--- src/rtl/uart_pkg.sv ---
// Shared UART constants: system clock, standard-rate divisors and the divisor type.
// The optional baud_clk output of uart_baud_gen is enabled by defining BAUD_CLK_OUT_EN.
package uart_pkg;

  localparam int UART_CLK_FREQ_HZ = 50_000_000;
  localparam int UART_OVERSAMPLE  = 16;
  localparam int UART_DIV_WIDTH   = 16;

  // Divisors for 16x oversampling, rounded to nearest.
  localparam int UART_DIV_9600    = 326;
  localparam int UART_DIV_19200   = 163;
  localparam int UART_DIV_115200  = 27;
  localparam int UART_DEFAULT_DIV = UART_DIV_9600;

  typedef logic [UART_DIV_WIDTH-1:0] uart_div_t;

  function automatic uart_div_t uart_calc_div(input int baud, input int oversample);
    int denom;
    denom = baud * oversample;
    return uart_div_t'((UART_CLK_FREQ_HZ + denom / 2) / denom);
  endfunction

endpackage

--- src/rtl/uart_mod_counter.sv ---
// Modulo-M counter with enable, synchronous clear and a terminal-count pulse.
// A modulus of 0 behaves as 1, so tc fires on every enabled cycle.
module uart_mod_counter #(
  parameter int W = 16
) (
  input  logic         clk,
  input  logic         rst,
  input  logic         clr,
  input  logic         en,
  input  logic [W-1:0] mod,
  output logic [W-1:0] count,
  output logic         tc
);

  logic [W-1:0] last;

  always_comb begin
    last = (mod == '0) ? '0 : mod - W'(1);
  end

  assign tc = en && (count == last);

  always_ff @(posedge clk) begin
    if (rst || clr) begin
      count <= '0;
    end else if (en) begin
      count <= tc ? '0 : count + W'(1);
    end
  end

endmodule

--- src/rtl/uart_baud_gen.sv ---
// Baud-rate tick generator: prescaler -> oversample counter -> os/mid/bit ticks.
// Define BAUD_CLK_OUT_EN to add the legacy square-wave output baud_clk.
module uart_baud_gen
  import uart_pkg::*;
#(
  parameter int DIV_WIDTH   = UART_DIV_WIDTH,
  parameter int OVERSAMPLE  = UART_OVERSAMPLE,
  parameter int DEFAULT_DIV = UART_DEFAULT_DIV
) (
  input  logic                 clk,
  input  logic                 rst,
  input  logic                 en,
  input  logic [DIV_WIDTH-1:0] div_in,
  input  logic                 div_load,
  input  logic                 restart,
  output logic                 os_tick,
  output logic                 mid_tick,
  output logic                 bit_tick
`ifdef BAUD_CLK_OUT_EN
  ,
  output logic                 baud_clk
`endif
);

  localparam int                OS_W   = $clog2(OVERSAMPLE) + 1;
  localparam logic [OS_W-1:0]   OS_MOD = OS_W'(OVERSAMPLE);
  localparam logic [OS_W-1:0]   OS_MID = OS_W'(OVERSAMPLE / 2 - 1);

  logic [DIV_WIDTH-1:0] div_q;
  logic [DIV_WIDTH-1:0] unused_pre_cnt;
  logic [OS_W-1:0]      os_cnt;
  logic                 phase_clr;
  logic                 pre_tc;
  logic                 os_evt;
  logic                 mid_evt;
  logic                 bit_evt;

  // div_load and restart both restart the phase; div_load additionally latches div_in.
  assign phase_clr = div_load || restart;

  uart_mod_counter #(.W(DIV_WIDTH)) u_prescaler (
    .clk   (clk),
    .rst   (rst),
    .clr   (phase_clr),
    .en    (en),
    .mod   (div_q),
    .count (unused_pre_cnt),
    .tc    (pre_tc)
  );

  assign os_evt = pre_tc && !phase_clr;

  uart_mod_counter #(.W(OS_W)) u_os_counter (
    .clk   (clk),
    .rst   (rst),
    .clr   (phase_clr),
    .en    (os_evt),
    .mod   (OS_MOD),
    .count (os_cnt),
    .tc    (bit_evt)
  );

  assign mid_evt = os_evt && (os_cnt == OS_MID);

  always_ff @(posedge clk) begin
    if (rst) begin
      div_q    <= DIV_WIDTH'(DEFAULT_DIV);
      os_tick  <= 1'b0;
      mid_tick <= 1'b0;
      bit_tick <= 1'b0;
    end else begin
      if (div_load) begin
        div_q <= div_in;
      end
      os_tick  <= os_evt;
      mid_tick <= mid_evt;
      bit_tick <= bit_evt;
    end
  end

`ifdef BAUD_CLK_OUT_EN
  // Rises at mid-bit, falls at the bit boundary: one full period per bit.
  always_ff @(posedge clk) begin
    if (rst || phase_clr) begin
      baud_clk <= 1'b0;
    end else if (mid_evt || bit_evt) begin
      baud_clk <= ~baud_clk;
    end
  end
`endif

endmodule

--- config.mk ---
export PLATFORM = sky130hd
export DESIGN_NAME = uart_baud_gen
export DESIGN_NICKNAME = d
export VERILOG_FILES = /design/src/rtl/uart_pkg.sv /design/src/rtl/uart_mod_counter.sv /design/src/rtl/uart_baud_gen.sv
export SDC_FILE = /design/constraint.sdc
export NUM_CORES = 1
export LEC_CHECK = 0
export ABC_AREA = 1
export ABC_CLOCK_PERIOD_IN_PS = 5000
export BUFFER_PORTS_ARGS = -buffer_cell sky130_fd_sc_hd__buf_2
export CAP_MARGIN = 10
export CORE_UTILIZATION = 55
export DETAILED_ROUTE_END_ITERATION = 10
export PLACE_DENSITY = 0.84
export SYNTH_ARGS = -nofsm -noshare
export SYNTH_HDL_FRONTEND = slang
export SYNTH_SLANG_ARGS = --single-unit
--- constraint.sdc ---
create_clock -name clk -period 5 [get_ports clk]
set_input_delay 0.5 -clock clk [delete_from_list [all_inputs] [get_ports clk]]
set_output_delay 0.5 -clock clk [all_outputs]
set_load 0.01 [all_outputs]
# Yosys cells after proc, flatten, opt, wreduce, memory -nomap -nowiden

Index checks and enable logic that the tools add are counted.

Add/sub/neg operators: 3
Multipliers: 0
Div/mod/pow operators: 0
$lt $le $gt $ge: 0
Equality and inequality tests: 3
Shift-type cells: 0
Multiplexer cells: 3
Bitwise operators: 0
Reduce and logical (&&, ||, !) cells: 8

Operator list:

| cell                                                | number |
|---|---|
| 2-to-1 mux 16 bit                                   | 2 |
| adder 16 x 1 -> 16 bit (second input constant)      | 1 |
| == test 16 bit                                      | 1 |
| logical NOT 16 bit                                  | 1 |
| subtractor 16 x 1 -> 16 bit (second input constant) | 1 |
| adder 5 x 1 -> 5 bit (second input constant)        | 1 |
| == test 5 x 3 -> 1 bit (second input constant)      | 1 |
| == test 5 x 4 -> 1 bit (second input constant)      | 1 |
| 2-to-1 mux 5 bit                                    | 1 |
| logical AND 1 bit                                   | 4 |
| logical OR 1 bit                                    | 2 |
| logical NOT 1 bit                                   | 1 |

Flip-flop bits (word level): 40
Bits in latches: 0
Memory bits (writable): 0
ROM bits: 0
Input bits: 21
Output and inout port bits: 3
Logic and storage cells: 23
Memories kept: 0

# Longest topological paths before layout

Depth in word-level cells: 7
Mapped depth: 17
Depth with buffers taken out: 17

# Hierarchy

A second synthesis with hierarchy kept.

Cells, all modules: 423
Area, all modules: 2,728.9 um^2

Modules (own cells, without submodules):

| module                           | instances | cells each | area each (um^2) | seq. area each (um^2) |
|---|---|---|---|---|
| uart_mod_counter at u_prescaler  | 1         | 260        | 1,549.0          | 320.3 |
| uart_baud_gen                    | 1         | 90         | 738.2            | 380.4 |
| uart_mod_counter at u_os_counter | 1         | 73         | 441.7            | 100.1 |

# Least setup slack after synthesis

No wires, ideal clock.

Kind: reg-to-reg
Start: register div_q[0]
End: register u_prescaler.count[10]
Library setup time: 0.110 ns
Arrival: 1.877 ns
Data required time: 4.890 ns
Slack: 3.013 ns
Cell stages (with the launch flop): 18
Buffers on the path: 2
Clock period less this slack: 1.987 ns
Path through: dfxtp_1 inv_2 ha_1 nand2_2 nor2_4 nand2_4 buf_6 nand2_1 nand2_1 nand2_1 nand3_1 nor2_1 nand2_1 nor2_2 nand2_2 buf_6 nand4_1 inv_2

Cells in the longest elaborated chain, start to end: 5
Elaborated cells on any way between the ends: 6
Those cells by class: add/sub (1); eq/ne (1); mux (2); reduce/logical (2)

RTL lines:

| item                                                              | RTL line               | text |
|---|---|---|
| from (decl)                                                       | uart_baud_gen.sv:29    | `logic [DIV_WIDTH-1:0] div_q;` |
| from (signal assigned)                                            | uart_baud_gen.sv:67    | `div_q <= DIV_WIDTH'(DEFAULT_DIV);` |
| from (signal assigned)                                            | uart_baud_gen.sv:73    | `div_q <= div_in;` |
| subtractor 16 x 1 -> 16 bit or logical NOT 16 bit (tied branches) | uart_mod_counter.sv:18 | `last = (mod == '0) ? '0 : mod - W'(1);` |
| 2-to-1 mux 16 bit (*)                                             | uart_mod_counter.sv:18 |  |
| == test 16 bit (*)                                                | uart_mod_counter.sv:21 | `assign tc = en && (count == last);` |
| logical AND 1 bit (*)                                             | uart_mod_counter.sv:21 |  |
| 2-to-1 mux 16 bit (*)                                             | uart_mod_counter.sv:27 | `count <= tc ? '0 : count + W'(1);` |
| to (signal assigned)                                              | uart_mod_counter.sv:27 |  |
| to (decl)                                                         | uart_mod_counter.sv:11 | `output logic [W-1:0] count,` |

Every way passes the cells marked *; elsewhere a longest branch is shown, timed or not.
A chain may end at the register's enable or synchronous reset.

# Worst setup path after layout

Start: register div_q[0]
End: register u_prescaler.count[6]

Same word-level chain as after synthesis.

==> metrics.txt <==
primary flip-flop cell chosen by synthesis mapping=dfxtp_1; Crit. Startpoint=div_q[0]; maximum number of pins on one net before global-route repair=33; count of antenna diodes in the layout=0; flops & latches, synth=40; Setup Viol. Count Final=0; average via count per standard cell=roughly 5.3; Seq. cell area=approximately 800 um^2; Mapped Avg Cell Area=6.14 um^2; post-detail-place hpwl=4590 um; maximum root-to-sink buffer count=2; Leak=between 1 and 1.5 nW; Synth Instances=roughly 430; number of instances resized during post-cts repair=0; top-level port count=24; clock-pin transition on the worst setup and hold timing paths=roughly 0.080 ns; weighted congestion at the end of routability-driven global placement=0.895; run status=finished clean; TritonCTS clock tree=done; Clock Sink Count=40; wire length of the first global-routing pass=~10000 um; period utilisation layout=a little under half; startpoint of the worst hold path=div_in[2]; Setup crit start kind=flip-flop; worst endpoint data arrival time=between 2 and 2.5 ns; RSZ-0062 raised after global routing=false; Hold Fails Final Rpt=0; peak clock frequency supported by timing=about 440 MHz; number of enable flip-flop cells after synthesis=0; setup clock skew after layout=between 0.005 and 0.006 ns; final-layout setup total negative slack=0 ns; most used standard cells in the synthesized netlist=nand2_1 (107), inv_1 (59), nor2_1 (50), nand3_1 (47), dfxtp_1 (40); post-route ant nets=0; post-synthesis cell type with the largest combined area=dfxtp_1; cts bufs inserted=5; Syn. warnings=0; area of combinational cells with multiple inputs=~1500 um^2; row count=24; final critical path time including I/O delays and setup=~2.3 ns; filler instances=430; insertion delay of the later-clocked pin in the worst-skew pair=~0.3 ns; final max-slew violation count=0; leading post-synthesis cells by cell area=dfxtp_1 (31%), nand2_1 (15%), nand3_1 (9.0%); drt initial violations=153; height of the die=71.0 um; Syn-to-layout area delta=10.5%; antenna violations before repair=0; endpoint type of the worst setup path=flip-flop; sequential area share after synthesis=about 31%; worst flop-to-flop path startpoint=div_q[0]; Core Region=approximately 4500 um^2; die area=5040 um^2; post-detailed-route DRC marker count=0; Power Dens Cells=approximately 280 nW/um^2; Netlist cell types=25; placed cell areas=around 2700 um^2; Port Buffer Count=23; quantity of hold-fixing buffers added after cts=0; aggregate global-route resource usage=around a quarter; via count of the first global-routing pass=about 2500; area share of the largest cell type after synthesis=between 30% and 40%; Routed WL per cell=roughly 12 um; class of the most critical setup path=reg2reg; Post-CTS Setup Bufs=0; layout cells sized above 1=a little over an eighth; top-count cell post-synth=nand2_1; worst IR drop on VDD=roughly 0.00017 V; final wirelength=between 5000 and 6000 um; CTS H-tree lvls=2; Root Driver=clkbuf_8; max_slew headroom=roughly 63%; Post-Synthesis Net Count=451; Critical Path Fanout Max=16; Post-Syn Area=2620 um^2; TritonRoute pass-1 iters=6; Least-Margin Pin Slew=0.558 ns; initial core utilization=58.5%; number of vias after detailed routing=2669; cell area after layout=about 2900 um^2; net total in the final layout=472; share of flip-flops with an asynchronous set or reset after synthesis=0%; global-route congestion overflow total=0; smallest hold slack=around 0.42 ns; Req. time, crit path=slightly above 5 ns; width of the die=71.0 um; Tightest Hold Check Type=in2reg; Max Cap Viol=0
final timing paths:
path,endpoint,slack [ns],cells after the start
worst max-delay path,u_prescaler.count[6],2.71,15
worst min register to register,div_q[1],0.51,2
worst min-delay path,div_q[2],0.42,3
worst max register to register,u_prescaler.count[6],2.71,15
routing by layer:
metal | global-route usage (%) | wire length [um]
met4 | 8.44 | 105
met5 | 0 | 0
met2 | 44.9 | 2840
met3 | 4.70 | 291
met1 | 30.7 | 2640
worst max-delay path: stages (launching register included):
cell and delay (ns):
dfxtp_1 0.31, inv_2 0.10, ha_1 0.25, nand2_2 0.12
nor2_1 0.25, nand2_1 0.15, nand3_2 0.10, nand2_1 0.06
nand2_1 0.08, nand2_1 0.06, nor2_1 0.09, nand2_1 0.07
nor2_2 0.12, nand2_2 0.22, nand4_1 0.14, inv_1 0.06
kinds of logic after synthesis:
group	share of synthesized area [%]
AND/OR/NAND/NOR	42.4
buffers and inverters	12.8
AO/OA/AOI/OAI	9.66
flip-flops	30.6
XOR/XNOR	2.68
adder cells (fa/ha/maj)	1.91
power by group:
| group | switching (W) | total, W | internal (W) |
|---|---|---|---|
| Sequential | 0.0000104 | 0.000338 | 0.000328 |
| Clock | 0.000117 | 0.000367 | 0.000250 |
| Combinational | 0.0000587 | 0.0000910 | 0.0000323 |
| Total | 0.000186 | 0.000796 | 0.000610 |
registers in the layout (all words and copies together) (netlist names):
| name | cells |
|---|---|
| mid_tick | 1 |
| bit_tick | 1 |
| div_q | 16 |
| u_prescaler.count | 16 |
| u_os_counter.count | 5 |
| os_tick | 1 |
final cells by class:
type / instances / share of cell area, %
Clock buffer: 5 / 2.38
Clock inverter: 3 / 3.11
Inverter: 72 / 9.34
Multi-Input combinational cell: 305 / 51.3
Sequential cell: 40 / 27.7
Tap cell: 52 / 2.25
Timing Repair Buffer: 23 / 3.98
placed cells by master (no fill, tap or decap), types with 2 or more instances in the layout:
| master | count |
|---|---|
| nand2_1 | 107 |
| inv_1 | 59 |
| nor2_1 | 50 |
| nand3_1 | 47 |
| dfxtp_1 | 40 |
| a21oi_1 | 24 |
| o21ai_0 | 23 |
| buf_2 | 23 |
| nand4_1 | 17 |
| inv_2 | 12 |
| xor2_1 | 8 |
| nor2_4 | 5 |
| clkbuf_8 | 5 |
| nor2_2 | 4 |
| ha_1 | 4 |
| nand2_2 | 3 |
| nand3_2 | 3 |
| nor3_1 | 3 |
| bufinv_16 | 3 |
| o21ai_1 | 2 |
through the flow:
step	utilization, %	power [W]	cells	setup slack (ns)
after floorplan	-	0.000410	426	3.01
after global placement	61.1	0.000433	492	2.82
after detailed placement	61.1	0.000435	492	2.73
after CTS	64.7	0.000800	500	2.71
after global routing	64.7	0.000828	500	2.44
final	64.7	0.000796	500	2.71
Power figures use the tool's default switching activity.
